==> src/rtl/pe_pkg.sv <==
// -----------------------------------------------------------------------------
// pe_pkg
// Shared definitions for the PE input-activation path: default geometry and
// bitwidth constants, derived width helpers, and the compressor state encoding.
// No ports (package).
// -----------------------------------------------------------------------------
package pe_pkg;

    localparam int IA_ROW_DEF           = 8;
    localparam int IA_COL_DEF           = 8;
    localparam int IA_CHANNEL_DEF       = 8;
    localparam int IA_DATA_BITWIDTH_DEF = 8;
    localparam int IA_C_BITWIDTH_DEF    = $clog2(IA_CHANNEL_DEF);
    localparam int PE_LANES_DEF         = 1;

    // len/iters must represent 0..depth inclusive, hence the extra bit.
    localparam int IA_LEN_BITWIDTH_DEF  = $clog2(IA_CHANNEL_DEF) + 1;
    localparam int IA_H_BITWIDTH_DEF    = $clog2(IA_ROW_DEF) + 1;
    localparam int IA_W_BITWIDTH_DEF    = $clog2(IA_COL_DEF) + 1;

    typedef enum logic [1:0] {
        COLLECT  = 2'd0,
        START    = 2'd1,
        WAIT_FIN = 2'd2
    } ia_comp_state_e;

    // Width of a counter that must hold the values 0..depth.
    function automatic int count_width(input int depth);
        return $clog2(depth) + 1;
    endfunction

endpackage

==> src/rtl/ia_pos_counter.sv <==
// -----------------------------------------------------------------------------
// ia_pos_counter
// Raster-order (h, w) pixel position counter, w fastest. Each i_advance moves
// to the next pixel; after (ROWS-1, COLS-1) it wraps to (0, 0) and pulses
// o_frame_done for one cycle (registered, so it appears the cycle after the
// advance). Reusable by the output writer.
//
// Ports:
//   i_clk        clock
//   i_rst_n      asynchronous active-low reset
//   i_advance    step to the next pixel
//   o_h          current row
//   o_w          current column
//   o_frame_done one-cycle pulse after the frame's last pixel advances
// -----------------------------------------------------------------------------
module ia_pos_counter #(
    parameter int ROWS = 8,
    parameter int COLS = 8,
    parameter int H_W  = $clog2(ROWS) + 1,
    parameter int W_W  = $clog2(COLS) + 1
) (
    input  logic           i_clk,
    input  logic           i_rst_n,
    input  logic           i_advance,
    output logic [H_W-1:0] o_h,
    output logic [W_W-1:0] o_w,
    output logic           o_frame_done
);

    logic [H_W-1:0] h_reg;
    logic [W_W-1:0] w_reg;
    logic           frame_done_reg;

    always_ff @(posedge i_clk or negedge i_rst_n) begin
        if (!i_rst_n) begin
            h_reg          <= '0;
            w_reg          <= '0;
            frame_done_reg <= 1'b0;
        end else begin
            frame_done_reg <= 1'b0;
            if (i_advance) begin
                if (w_reg == W_W'(COLS - 1)) begin
                    w_reg <= '0;
                    if (h_reg == H_W'(ROWS - 1)) begin
                        h_reg          <= '0;
                        frame_done_reg <= 1'b1;
                    end else begin
                        h_reg <= h_reg + H_W'(1);
                    end
                end else begin
                    w_reg <= w_reg + W_W'(1);
                end
            end
        end
    end

    assign o_h          = h_reg;
    assign o_w          = w_reg;
    assign o_frame_done = frame_done_reg;

endmodule

==> src/rtl/ia_compressor.sv <==
// -----------------------------------------------------------------------------
// ia_compressor
// Producer side of the PE's compressed input-activation bundle. Takes a dense,
// channel-minor activation stream (one value per cycle), packs each pixel's
// nonzero values and their channel indices, launches the PE with a one-cycle
// o_start and holds the bundle stable until i_finish.
//
// Optional feature: define IA_SKIP_EMPTY_EN to let an all-zero pixel bypass
// START/WAIT_FIN (position advances on the last beat, collection continues the
// next cycle). Without it an empty pixel launches the PE with len = 0.
//
// Ports:
//   i_clk, i_rst_n        clock, asynchronous active-low reset
//   i_valid, i_data       dense activation stream (signed)
//   o_ready               stream ready (high only while collecting)
//   o_start               one-cycle PE launch pulse
//   i_finish              PE done with the current bundle
//   o_ia_h, o_ia_w        pixel position of the bundle
//   o_ia_data, o_ia_c_idx packed nonzeros and their channels (unused = 0)
//   o_ia_len, o_ia_iters  nonzero count and ceil(len / PE_LANES)
//   o_frame_done          pulse after the last pixel of a frame completes
// -----------------------------------------------------------------------------
module ia_compressor
    import pe_pkg::*;
#(
    parameter int IA_ROW           = IA_ROW_DEF,
    parameter int IA_COL           = IA_COL_DEF,
    parameter int IA_CHANNEL       = IA_CHANNEL_DEF,
    parameter int IA_DATA_BITWIDTH = IA_DATA_BITWIDTH_DEF,
    parameter int IA_C_BITWIDTH    = $clog2(IA_CHANNEL),
    parameter int PE_LANES         = PE_LANES_DEF
) (
    input  logic                               i_clk,
    input  logic                               i_rst_n,
    input  logic                               i_valid,
    input  logic signed [IA_DATA_BITWIDTH-1:0] i_data,
    output logic                               o_ready,
    output logic                               o_start,
    input  logic                               i_finish,
    output logic [$clog2(IA_ROW):0]            o_ia_h,
    output logic [$clog2(IA_COL):0]            o_ia_w,
    output logic signed [IA_DATA_BITWIDTH-1:0] o_ia_data  [0:IA_CHANNEL-1],
    output logic [IA_C_BITWIDTH-1:0]           o_ia_c_idx [0:IA_CHANNEL-1],
    output logic [$clog2(IA_CHANNEL):0]        o_ia_len,
    output logic [$clog2(IA_CHANNEL):0]        o_ia_iters,
    output logic                               o_frame_done
);

    localparam int LEN_W = count_width(IA_CHANNEL);
    localparam int H_W   = count_width(IA_ROW);
    localparam int W_W   = count_width(IA_COL);
    localparam logic [IA_C_BITWIDTH-1:0] LAST_CH = IA_C_BITWIDTH'(IA_CHANNEL - 1);

    ia_comp_state_e           state_reg, state_next;
    logic                     run_reg;
    logic [IA_C_BITWIDTH-1:0] ch_reg, ch_next;
    logic [LEN_W-1:0]         len_reg, len_next;

    logic beat_nz;
    logic clear_bundle;
    logic advance;

    // run_reg keeps o_ready low while in reset and goes high on the first
    // clock after release; it never drops again until the next reset.
    always_ff @(posedge i_clk or negedge i_rst_n) begin
        if (!i_rst_n) begin
            state_reg <= COLLECT;
            run_reg   <= 1'b0;
            ch_reg    <= '0;
            len_reg   <= '0;
        end else begin
            state_reg <= state_next;
            run_reg   <= 1'b1;
            ch_reg    <= ch_next;
            len_reg   <= len_next;
        end
    end

    always_comb begin
        state_next   = state_reg;
        ch_next      = ch_reg;
        len_next     = len_reg;
        beat_nz      = 1'b0;
        clear_bundle = 1'b0;
        advance      = 1'b0;
        o_ready      = 1'b0;
        o_start      = 1'b0;

        unique case (state_reg)
            COLLECT: begin
                o_ready = run_reg;
                if (i_valid && run_reg) begin
                    beat_nz = (i_data != '0);
                    ch_next = ch_reg + IA_C_BITWIDTH'(1);
                    if (beat_nz) begin
                        len_next = len_reg + LEN_W'(1);
                    end
                    if (ch_reg == LAST_CH) begin
                        // Explicit wrap: for non power-of-two depths the
                        // increment would not return to zero on its own.
                        ch_next = '0;
`ifdef IA_SKIP_EMPTY_EN
                        if (!beat_nz && (len_reg == '0)) begin
                            advance = 1'b1;
                        end else begin
                            state_next = START;
                        end
`else
                        state_next = START;
`endif
                    end
                end
            end

            START: begin
                o_start    = 1'b1;
                state_next = WAIT_FIN;
            end

            WAIT_FIN: begin
                if (i_finish) begin
                    clear_bundle = 1'b1;
                    advance      = 1'b1;
                    len_next     = '0;
                    ch_next      = '0;
                    state_next   = COLLECT;
                end
            end

            default: begin
                state_next = COLLECT;
            end
        endcase
    end

    // Bundle storage: one register pair per slot. Each slot is written only
    // by the nonzero beat that finds len pointing at it, so packing order
    // follows channel order. Slots are cleared together when the PE finishes,
    // which keeps every slot at index >= len reading zero.
    genvar gi;
    generate
        for (gi = 0; gi < IA_CHANNEL; gi++) begin : g_slot
            logic signed [IA_DATA_BITWIDTH-1:0] data_reg;
            logic [IA_C_BITWIDTH-1:0]           c_idx_reg;

            always_ff @(posedge i_clk or negedge i_rst_n) begin
                if (!i_rst_n) begin
                    data_reg  <= '0;
                    c_idx_reg <= '0;
                end else if (clear_bundle) begin
                    data_reg  <= '0;
                    c_idx_reg <= '0;
                end else if (beat_nz && (len_reg == LEN_W'(gi))) begin
                    data_reg  <= i_data;
                    c_idx_reg <= ch_reg;
                end
            end

            assign o_ia_data[gi]  = data_reg;
            assign o_ia_c_idx[gi] = c_idx_reg;
        end
    endgenerate

    ia_pos_counter #(
        .ROWS (IA_ROW),
        .COLS (IA_COL),
        .H_W  (H_W),
        .W_W  (W_W)
    ) u_pos (
        .i_clk        (i_clk),
        .i_rst_n      (i_rst_n),
        .i_advance    (advance),
        .o_h          (o_ia_h),
        .o_w          (o_ia_w),
        .o_frame_done (o_frame_done)
    );

    assign o_ia_len   = len_reg;
    assign o_ia_iters = LEN_W'((int'(len_reg) + PE_LANES - 1) / PE_LANES);

endmodule

==> config.mk <==
export PLATFORM = sky130hd
export DESIGN_NAME = ia_compressor
export DESIGN_NICKNAME = d
export VERILOG_FILES = /design/src/rtl/pe_pkg.sv /design/src/rtl/ia_pos_counter.sv /design/src/rtl/ia_compressor.sv
export SDC_FILE = /design/constraint.sdc
export NUM_CORES = 1
export LEC_CHECK = 0
export ABC_CLOCK_PERIOD_IN_PS = 4800
export CAP_MARGIN = 20
export CELL_PAD_IN_SITES_DETAIL_PLACEMENT = 1
export CELL_PAD_IN_SITES_GLOBAL_PLACEMENT = 2
export CORE_ASPECT_RATIO = 0.6
export CORE_UTILIZATION = 34
export CTS_CLUSTER_DIAMETER = 150
export DETAILED_ROUTE_END_ITERATION = 16
export PLACE_DENSITY = 0.86
export SYNTH_ARGS = -nofsm -noshare
export SYNTH_HDL_FRONTEND = slang
export SYNTH_SLANG_ARGS = --single-unit
==> constraint.sdc <==
create_clock -name i_clk -period 4.8 [get_ports i_clk]
set_input_delay 0.96 -clock i_clk [delete_from_list [all_inputs] [get_ports i_clk]]
set_output_delay 0.96 -clock i_clk [all_outputs]
set_load 0.05 [all_outputs]
=== Word level (Yosys, flattened, before mapping) ===
Index checks and enable logic that the tools add are counted.

* Add/sub/neg operators: 6
* Multiply operators: 0
* Divide/modulo/power cells: 0
* Magnitude comparators: 0
* Equal/unequal tests: 16
* Shifts and indexed selects: 0
* Mux-type cells: 55
* Bitwise operators: 0
* Reduce and logical (&&, ||, !) cells: 25

{| class="wikitable"
|+ Operators with widths
! kind !! count
|-
| 8-bit two-way mux || 16
|-
| 3-bit two-way mux || 19
|-
| 4-bit by 3-bit == test with 1-bit output (second input constant) || 6
|-
| 4-bit two-way mux || 5
|-
| 2-bit nonzero test || 9
|-
| 4-bit by 1-bit adder with 4-bit output (second input constant) || 4
|-
| 1-bit logical AND || 9
|-
| 1-bit two-way mux || 9
|-
| 4-bit by 2-bit == test with 1-bit output (second input constant) || 2
|-
| 2-bit != test (second input constant) || 4
|-
| 4-bit one-hot mux with 2 select lines || 1
|-
| 8-bit nonzero test || 1
|-
| 2-bit two-way mux || 3
|-
| 2-bit one-hot mux with 3 select lines || 1
|-
| 3-bit one-hot mux with 2 select lines || 1
|-
| 3-bit AND reduction || 2
|-
| 4-bit by 1-bit == test with 1-bit output (second input constant) || 1
|-
| 4-bit zero test || 1
|-
| 4-bit AND reduction || 1
|-
| 4-bit by 1-bit subtractor with 4-bit output (second input constant) || 1
|-
| 3-bit by 1-bit adder with 3-bit output (second input constant) || 1
|-
| 3-bit == test (second input constant) || 1
|-
| 2-bit by 1-bit == test with 1-bit output (second input constant) || 1
|-
| 2-bit == test (second input constant) || 1
|-
| other kinds (2) || 2
|}

* Bits in registers: 107
* Latch bits: 0
* Bits in writable memories: 0
* Bits in read-only memories: 0
* Output and inout bits: 107
* Word-level logic and storage cells: 125
* Memories: 0

=== Logic depth before layout (Yosys ltp) ===
Gate-level depths: netlist of run 1.

* Depth in word-level cells: 6
* Depth in mapped cells: 7

=== Cells and area by module ===
From an unflattened synthesis of run 1, not the netlist that was laid out.

* Cell total of the unflattened synthesis: 400
* Area, all modules: 4,818.4 um^2

{| class="wikitable"
|+ By module, submodules not included
! module !! times used !! cells an instance !! area an instance (um^2) !! sequential area each (um^2)
|-
| ia_compressor || 1 || 363 || 4,410.5 || 2,452.4
|-
| ia_pos_counter || 1 || 37 || 407.9 || 225.2
|}

=== Worst setup path before layout of run 1 ===
Ideal clock, no wire load.

* Kind: flip-flop to output port
* From: register state_reg[1]
* To: output port o_ready
* Arrival: 1,663 ps
* Required time: 3,840 ps
* Path slack: 2,177 ps
* Stages on the path, launching flop included: 3
* Path buffers: 1
* Path through: dfrtp_1 buf_4 nor3b_1

* Longest elaborated chain between the ends: 2

{| class="wikitable"
|+ RTL lines
! item !! RTL line !! text
|-
| from (decl) || ia_compressor.sv:54 || <nowiki>ia_comp_state_e state_reg, state_next;</nowiki>
|-
| from (signal assigned) || ia_compressor.sv:72 || <nowiki>state_reg <= state_next;</nowiki>
|-
| 2-bit zero test || ia_compressor.sv:89 || <nowiki>unique case (state_reg)</nowiki>
|-
| 1-bit two-way mux || ia_compressor.sv:89 ||
|-
| to (decl) || ia_compressor.sv:37 || <nowiki>output logic o_ready,</nowiki>
|}

No other way between the ends.

=== Final worst setup path of run 1 ===
* From: input port i_finish
* To: register ch_reg[1]

* Longest elaborated chain between the ends: 2

{| class="wikitable"
|+ RTL lines
! item !! RTL line !! text
|-
| from (decl) || ia_compressor.sv:39 || <nowiki>input logic i_finish,</nowiki>
|-
| 2-bit != test (no line) || n/a ||
|-
| 3-bit AND reduction (no line) || n/a ||
|-
| to (signal assigned) || ia_compressor.sv:74 || <nowiki>ch_reg <= ch_next;</nowiki>
|-
| to (decl) || ia_compressor.sv:56 || <nowiki>logic [IA_C_BITWIDTH-1:0] ch_reg, ch_next;</nowiki>
|}

No other way between the ends.
A chain may end at the register's enable or synchronous reset.

==> results of run 1 <==
-- power breakdown --
part           total (mW)  internal (mW)  switching [mW]  leakage, nW
sequential           1.10          0.999           0.104         1.47
clock               0.726          0.395           0.330        0.142
combinational       0.855          0.259           0.597         1.66
-- stage by stage --
step | hold WS, ps | power, mW | setup WS, ps
global placement | 510.1 | 1.948 | 1492
detailed placement | 528.3 | 1.972 | 1431
global route | 552.7 | 2.794 | 1654
CTS | 537.7 | 2.706 | 1782
finish | 530.9 | 2.684 | 1778
floorplan | 500.5 | 1.638 | 2177
-- synth_stat cells, drive strengths merged (2+ instances only) --
master and count:
nor4 2, nand2 114, nand4 3, nor3 2, buf 24, clkbuf 3
o31ai 2, nand3 10, ha 8, and2 3, mux2i 88, nor2b 2
dfrtp 107, nor2 7, and3 6, xnor2 3, mux2 3, o21ai 10
nor3b 3, inv 2
-- worst max-delay path: cells and delay by family --
kind / cells / cell delay (ps)
compound gates: 1 / 320
buf+inv: 1 / 490
simple gates: 2 / 1460
-- cell usage in the layout (no fill, tap or decap), drive strengths merged, types with 2 or more instances in the layout --
cell,count
mux2,3
xnor2,3
dfrtp,107
mux2i,88
nor2b,2
ha,8
nor2,7
nor4,2
buf,3
inv,2
clkdlybuf4s50,117
nor3b,3
clkbuf,13
and2,3
nand3,10
and3,6
nand2,114
o21ai,10
clkinv,2
nor3,2
o31ai,2
nand4,3
-- per-layer routing --
layer | vias to the layer above | global-route usage, % | wire length, µm
met2 | 106 | 31.63 | 6225
met1 | 1827 | 29.47 | 7025
li1 | 1591 | - | -
met5 | - | 0 | 0
met3 | 9 | 5.885 | 924
met4 | 0 | 3.878 | 100
-- worst max path at each step --
stage,start,to,slack (ps),depth (start not counted)
final,i_finish,ch_reg[1],1780,4
after global routing,i_finish,g_slot[2].data_reg[4],1650,4
after CTS,i_finish,g_slot[0].c_idx_reg[1],1780,4
after detailed placement,i_finish,g_slot[0].data_reg[2],1430,4
after global placement,i_finish,ch_reg[1],1490,4
after floorplan,state_reg[1],o_ready,2180,2
-- area by class of cell --
class                   instances  area, µm²  share of cell area [%]
clock buffers                  13      270.3                   4.320
well taps                     170      212.7                   3.400
repair buffers                120       1197                   19.14
multi-input cells             276       1869                   29.88
flip-flops and latches        107       2678                   42.80
clock inverters                 3      21.27                  0.3400
inverters                       2      7.507                  0.1200
-- cell families after synthesis --
logic type	after synthesis
compound gates	15
xor+xnor	3
fa+ha+maj	8
buf+inv	29
flops	107
mux	91
other cells	1
simple gates	158
==> results by group, run 1 <==
Status
  – Status: complete, no violations

Setup path
  – Slowest Stage Delay on Critical Path: 780 ps
  – Worst EP arrival: 3270 ps
  – R2r startpoint: state_reg[1]
  – Required time worst endpoint: slightly above 5000 ps
  – CP cell instances: clkdlybuf4s50_1 > nand2_4 > nand2_1 > o21ai_0
  – RR Endpoint: g_slot[0].c_idx_reg[1]
  – R2R cell count: 4
  – Critical-path top delay cell: nand2_4
  – Worst R2R Setup Slack: approximately 2200 ps
  – CP Launch Type: input pin
  – CP Capture Type: flop
  – CP Class: in2reg
  – Worst Path Max Fanout: approximately 100

Clocking
  – H-tree Lvls: 3
  – TritonCTS Buffers: 9
  – Postcts setup bufs: 0
  – Clk_lat worst skew: ~340 ps
  – Clock buffer depth: 2
  – CTS tree: yes
  – Hold_buf cts: 0
  – Num Clock Sinks: roughly 110
  – CTS root buf: clkbuf_16
  – Clock Pin Slew Worst Setup and Hold Paths: approximately 60 ps
  – CTS resizes: 0

Floorplan
  – Full die area: between 0.01 and 0.015 mm²
  – Core ar.: around 0.013 mm²
  – Rows: 32
  – Initial Util: between 30% and 40%
  – Die W: approximately 150 µm
  – I/O pin count: ~120
  – Die H: a little over 90 µm

Synth
  – Synth Instances: 412
  – Synth Area in Compound Gates: just under 2%
  – Synthesis-stage register bit count: between 100 and 150
  – Largest family of logic cells by synthesized area: multiplexers
  – Top cells by area, synth: dfrtp_1, mux2i_1, nand2_1, ha_1, buf_4
  – Post-Synth Simple-Gate Area: around 15%
  – Synth Flop Type: dfrtp_1
  – Register area share after synthesis: 56.54%
  – Avg Synthesized Cell Area: between 10 and 15 µm²
  – Biggest area consumer among synthesized cells: dfrtp_1
  – Asr flop ratio synth: 100.0%
  – Post-Synth Adder-Cell Area: ~2.1%
  – Synth top area share: 56.54%
  – Xor/xnor cell area share of the yosys netlist: 0.5548%
  – Post-synthesis mux area share: about a fifth
  – Mapped Area: 0.004736 mm²
  – Post-synth EDFFs: 0
  – Post-Syn Nets: ~430
  – Synth cell types: 37
  – Synth warnings: 0

Place
  – Port bufs: 118
  – Placement Cell Area: around 0.006 mm²
  – Gpl congestion: 0.7596
  – Dpl cells: 674
  – Hpwl dp: 9677 µm

Timing
  – Clock Skews: 5.784 ps
  – Final Hold Fails: 0
  – Fmax: around 330 MHz
  – RSZ-0062 raised after global routing: false
  – Fin crit share: a little over three fifths
  – Final Max Slew Viols: 0
  – Count of final setup violators: 0
  – Final setup TNS: 0 ps
  – Worst-Margin Slew: ~1100 ps
  – Relative slew slack: 27.91%
  – Final min period: 3022 ps

Global routing
  – Initial antenna violation count: 0
  – Total gr overflow: 0
  – Largest net degree at the start of global routing: just over 100
  – First-pass GRT wire length: around 22000 µm
  – Total GRT Usage: between 20% and 30%
  – Number of global-route vias before repair: 3740

Layout
  – FILL cells: around 1400
  – Layout cells sized above 1: 5.758%
  – Area Growth Syn to Fin: 32.10%
  – Fin cells: 691
  – Nets: approximately 540
  – Max reg flops: 64
  – Fin util: 47.35%
  – Fin area: between 0.006 and 0.007 mm²
  – # diodes: 0

Detailed routing
  – Routed wire length: approximately 14000 µm
  – DR WL/cell: a little over 20 µm
  – DRT antenna net count: 0
  – Vias/cell: 5.113
  – DR pass1 iterations: 4
  – Drc violations: 0
  – Vias: 3533
  – Drt first-iter violations: 166

Worst hold path
  – Hold Crit Class: reg2reg
  – Hold EP: g_slot[7].c_idx_reg[1]
  – Hold path startpoint: g_slot[7].c_idx_reg[1]
  – Hold path cells: 2

Power and ir drop
  – P per Cell Area: 429.0 mW/mm²
  – LEAKAGE: between 3 and 4 nW
  – Max IR drop VDD: 0.3135 mV

Flow run
  – Max_cap viols: 0
Note: power is estimated with default switching activity, not from simulation.
==> inputs of run 2 (changes only) <==
--- a/config.mk
+++ b/config.mk
@@ -5,15 +5,15 @@
 export SDC_FILE = /design/constraint.sdc
 export NUM_CORES = 1
 export LEC_CHECK = 0
-export ABC_CLOCK_PERIOD_IN_PS = 4800
+export ABC_CLOCK_PERIOD_IN_PS = 2600
 export CAP_MARGIN = 20
 export CELL_PAD_IN_SITES_DETAIL_PLACEMENT = 1
 export CELL_PAD_IN_SITES_GLOBAL_PLACEMENT = 2
 export CORE_ASPECT_RATIO = 0.6
-export CORE_UTILIZATION = 34
+export CORE_UTILIZATION = 28
 export CTS_CLUSTER_DIAMETER = 150
 export DETAILED_ROUTE_END_ITERATION = 16
-export PLACE_DENSITY = 0.86
+export PLACE_DENSITY = 0.76
 export SYNTH_ARGS = -nofsm -noshare
 export SYNTH_HDL_FRONTEND = slang
 export SYNTH_SLANG_ARGS = --single-unit
==> constraint.sdc (replaced) <==
create_clock -name i_clk -period 2.6 [get_ports i_clk]
set_input_delay 0.52 -clock i_clk [delete_from_list [all_inputs] [get_ports i_clk]]
set_output_delay 0.52 -clock i_clk [all_outputs]
set_load 0.05 [all_outputs]
==> run 2 against run 1 <==
Clock-buffer cell count shrank 3; flip-flop and latch count is the same; highest routed layer unchanged; sequential power grew 83%; first-iteration DRC count grew 8.4%.
==> results by group, run 2 (same netlist as run 1, synthesis figures left out) <==
Detailed routing
  – Routed wire length: 14620 µm (+2.4%)
  – Drt first-iter violations: 180 (+8.4%)
  – DR pass1 iterations: 4 (unchanged)
  – Drc violations: 0 (unchanged)
  – Vias/cell: 4.623 (-9.6%)
  – DRT antenna net count: 0 (unchanged)
  – DR WL/cell: 19.14 µm (-7.4%)
  – Vias: 3532 (-0.028%)

Layout
  – Layout cells sized above 1: 8.582% (+2.8 points)
  – Max reg flops: 64 (unchanged)
  – Nets: 551 (+2.8%)
  – Commonest non-fill, non-tap cell in the layout: clkdlybuf4s50_1
  – Fin cells: 764 (+11%)
  – Area Growth Syn to Fin: 38.26%
  – Commonest non-fill, non-tap cells in the layout: clkdlybuf4s50_1, nand2_1, dfrtp_1, mux2i_1, buf_4
  – # diodes: 0 (unchanged)
  – FILL cells: 1800 (+27%)

Clocking
  – Clock buffer depth: 2 (unchanged)
  – Hold_buf cts: 0 (unchanged)
  – CTS resizes: 0 (unchanged)
  – Num Clock Sinks: 107 (unchanged)
  – TritonCTS Buffers: 9 (unchanged)
  – Clock Pin Slew Worst Setup and Hold Paths: 70 ps (about the same)
  – CTS tree: yes
  – Clk_lat worst skew: 350 ps (about the same)
  – H-tree Lvls: 3 (unchanged)
  – Postcts setup bufs: 0 (unchanged)
  – CTS root buf: clkbuf_16

Global routing
  – Largest net degree at the start of global routing: 61 (-41%)
  – Initial antenna violation count: 0 (unchanged)
  – Number of global-route vias before repair: 3737 (-0.080%)
  – Total GRT Usage: 17.54% (-3.2 points)
  – Total gr overflow: 0 (unchanged)
  – First-pass GRT wire length: 22510 µm (+2.3%)

Setup path
  – Required time worst endpoint: 2080 ps (-2970 ps)
  – CP Class: reg2out
  – CP Launch Type: flop
  – CP Capture Type: output port
  – Worst EP arrival: 1920 ps (-1350 ps)
  – Worst Path Max Fanout: 10 (-90%)

Power and ir drop
  – Max IR drop VDD: 0.3493 mV (+11%)
  – P per Cell Area: 790.1 mW/mm² (+84%)
  – LEAKAGE: 3.394 nW (+3.6%)

Timing
  – Relative slew slack: 47.34% (+19 points)
  – Fmax: approximately 410 MHz
  – Clock Skews: 9.206 ps (+3.423 ps)
  – Fin Hold WS: 240.5 ps (-290.5 ps)
  – Worst-Margin Slew: 789.9 ps (-291.5 ps)
  – Final setup TNS: 0 ps (unchanged)
  – RSZ-0062 raised after global routing: false
  – Final min period: approximately 2400 ps
  – Final Max Slew Viols: 0 (unchanged)
  – Fin crit share: a little over nine tenths
  – Count of final setup violators: 0 (unchanged)
  – Final Hold Fails: 0 (unchanged)

Floorplan
  – Die H: 102.7 µm (+10%)
  – I/O pin count: 119 (unchanged)
  – Rows: 36 (+13%)
  – Initial Util: 28.88% (-7.0 points)
  – Die W: 169.9 µm (+10%)
  – Core ar.: 0.01640 mm² (+24%)
  – Full die area: 0.01746 mm² (+21%)

Flow run
  – Max_cap viols: 0 (unchanged)

Place
  – Hpwl dp: 10320 µm (+6.7%)
  – Gpl congestion: 0.8030 (+5.7%)
  – Dpl cells: 747 (+11%)
  – Port bufs: 118 (unchanged)

Status
  – Status: complete, no violations

Worst hold path
  – Hold Crit Class: in2async
## run 2: where the power goes
group	switching, mW	internal, mW
combinational	1.13	0.499
sequential	0.169	1.84
clock	0.652	0.883
## run 2: per-stage QoR
stage	power, mW	setup slack, ps	utilization (%)	area, µm²
2_1_floorplan	3.025	416.5	-	4736
4_1_cts	5.231	124.5	39.87	6536
6_report	5.173	155.1	39.93	6548
3_5_place_dp	3.677	-68.72	37.82	6201
5_1_grt	5.403	85.41	39.93	6548
3_3_place_gp	3.631	45.37	37.82	6201
## run 2: routing by layer
| layer | vias to the layer above | share of wire [%] | global-route usage, % |
|---|---|---|---|
| met3 | 15 | 7.1 | 5.528 |
| li1 | 1616 | - | - |
| met2 | 108 | 41 | 25.13 |
| met1 | 1793 | 50 | 25.49 |
| met5 | - | 0 | 0 |
| met4 | 0 | 1.5 | 4.366 |
## run 2: worst paths after layout
path / start / depth (start not counted) / to / slack [ps]
setup / recovery: state_reg[1] / 2 / o_ready / 160
hold / removal: i_rst_n / 1 / g_slot[7].data_reg[2] / 240
setup reg to reg: state_reg[0] / 5 / g_slot[7].data_reg[5] / 690
hold reg to reg: g_slot[1].data_reg[7] / 2 / g_slot[1].data_reg[7] / 530
max in group asynchronous: i_rst_n / 2 / state_reg[1] / 1600
min in group i_clk: g_slot[1].data_reg[7] / 2 / g_slot[1].data_reg[7] / 530
## run 2: cell type report
class / instances / area, µm² / share of cell area [%]
Clock inverter: 6 / 96.34 / 1.471
Sequential cell: 107 / 2678 / 40.89
Inverter: 2 / 7.507 / 0.1147
Timing Repair Buffer: 135 / 1373 / 20.96
Tap cell: 228 / 285.3 / 4.357
Multi-Input combinational cell: 276 / 1869 / 28.55
Clock buffer: 10 / 239.0 / 3.650
## run 2: worst max-delay path, stage by stage (launching register included)
cell	delay (ps)
dfrtp_1	490
nor3b_1	250
clkdlybuf4s50_1	840
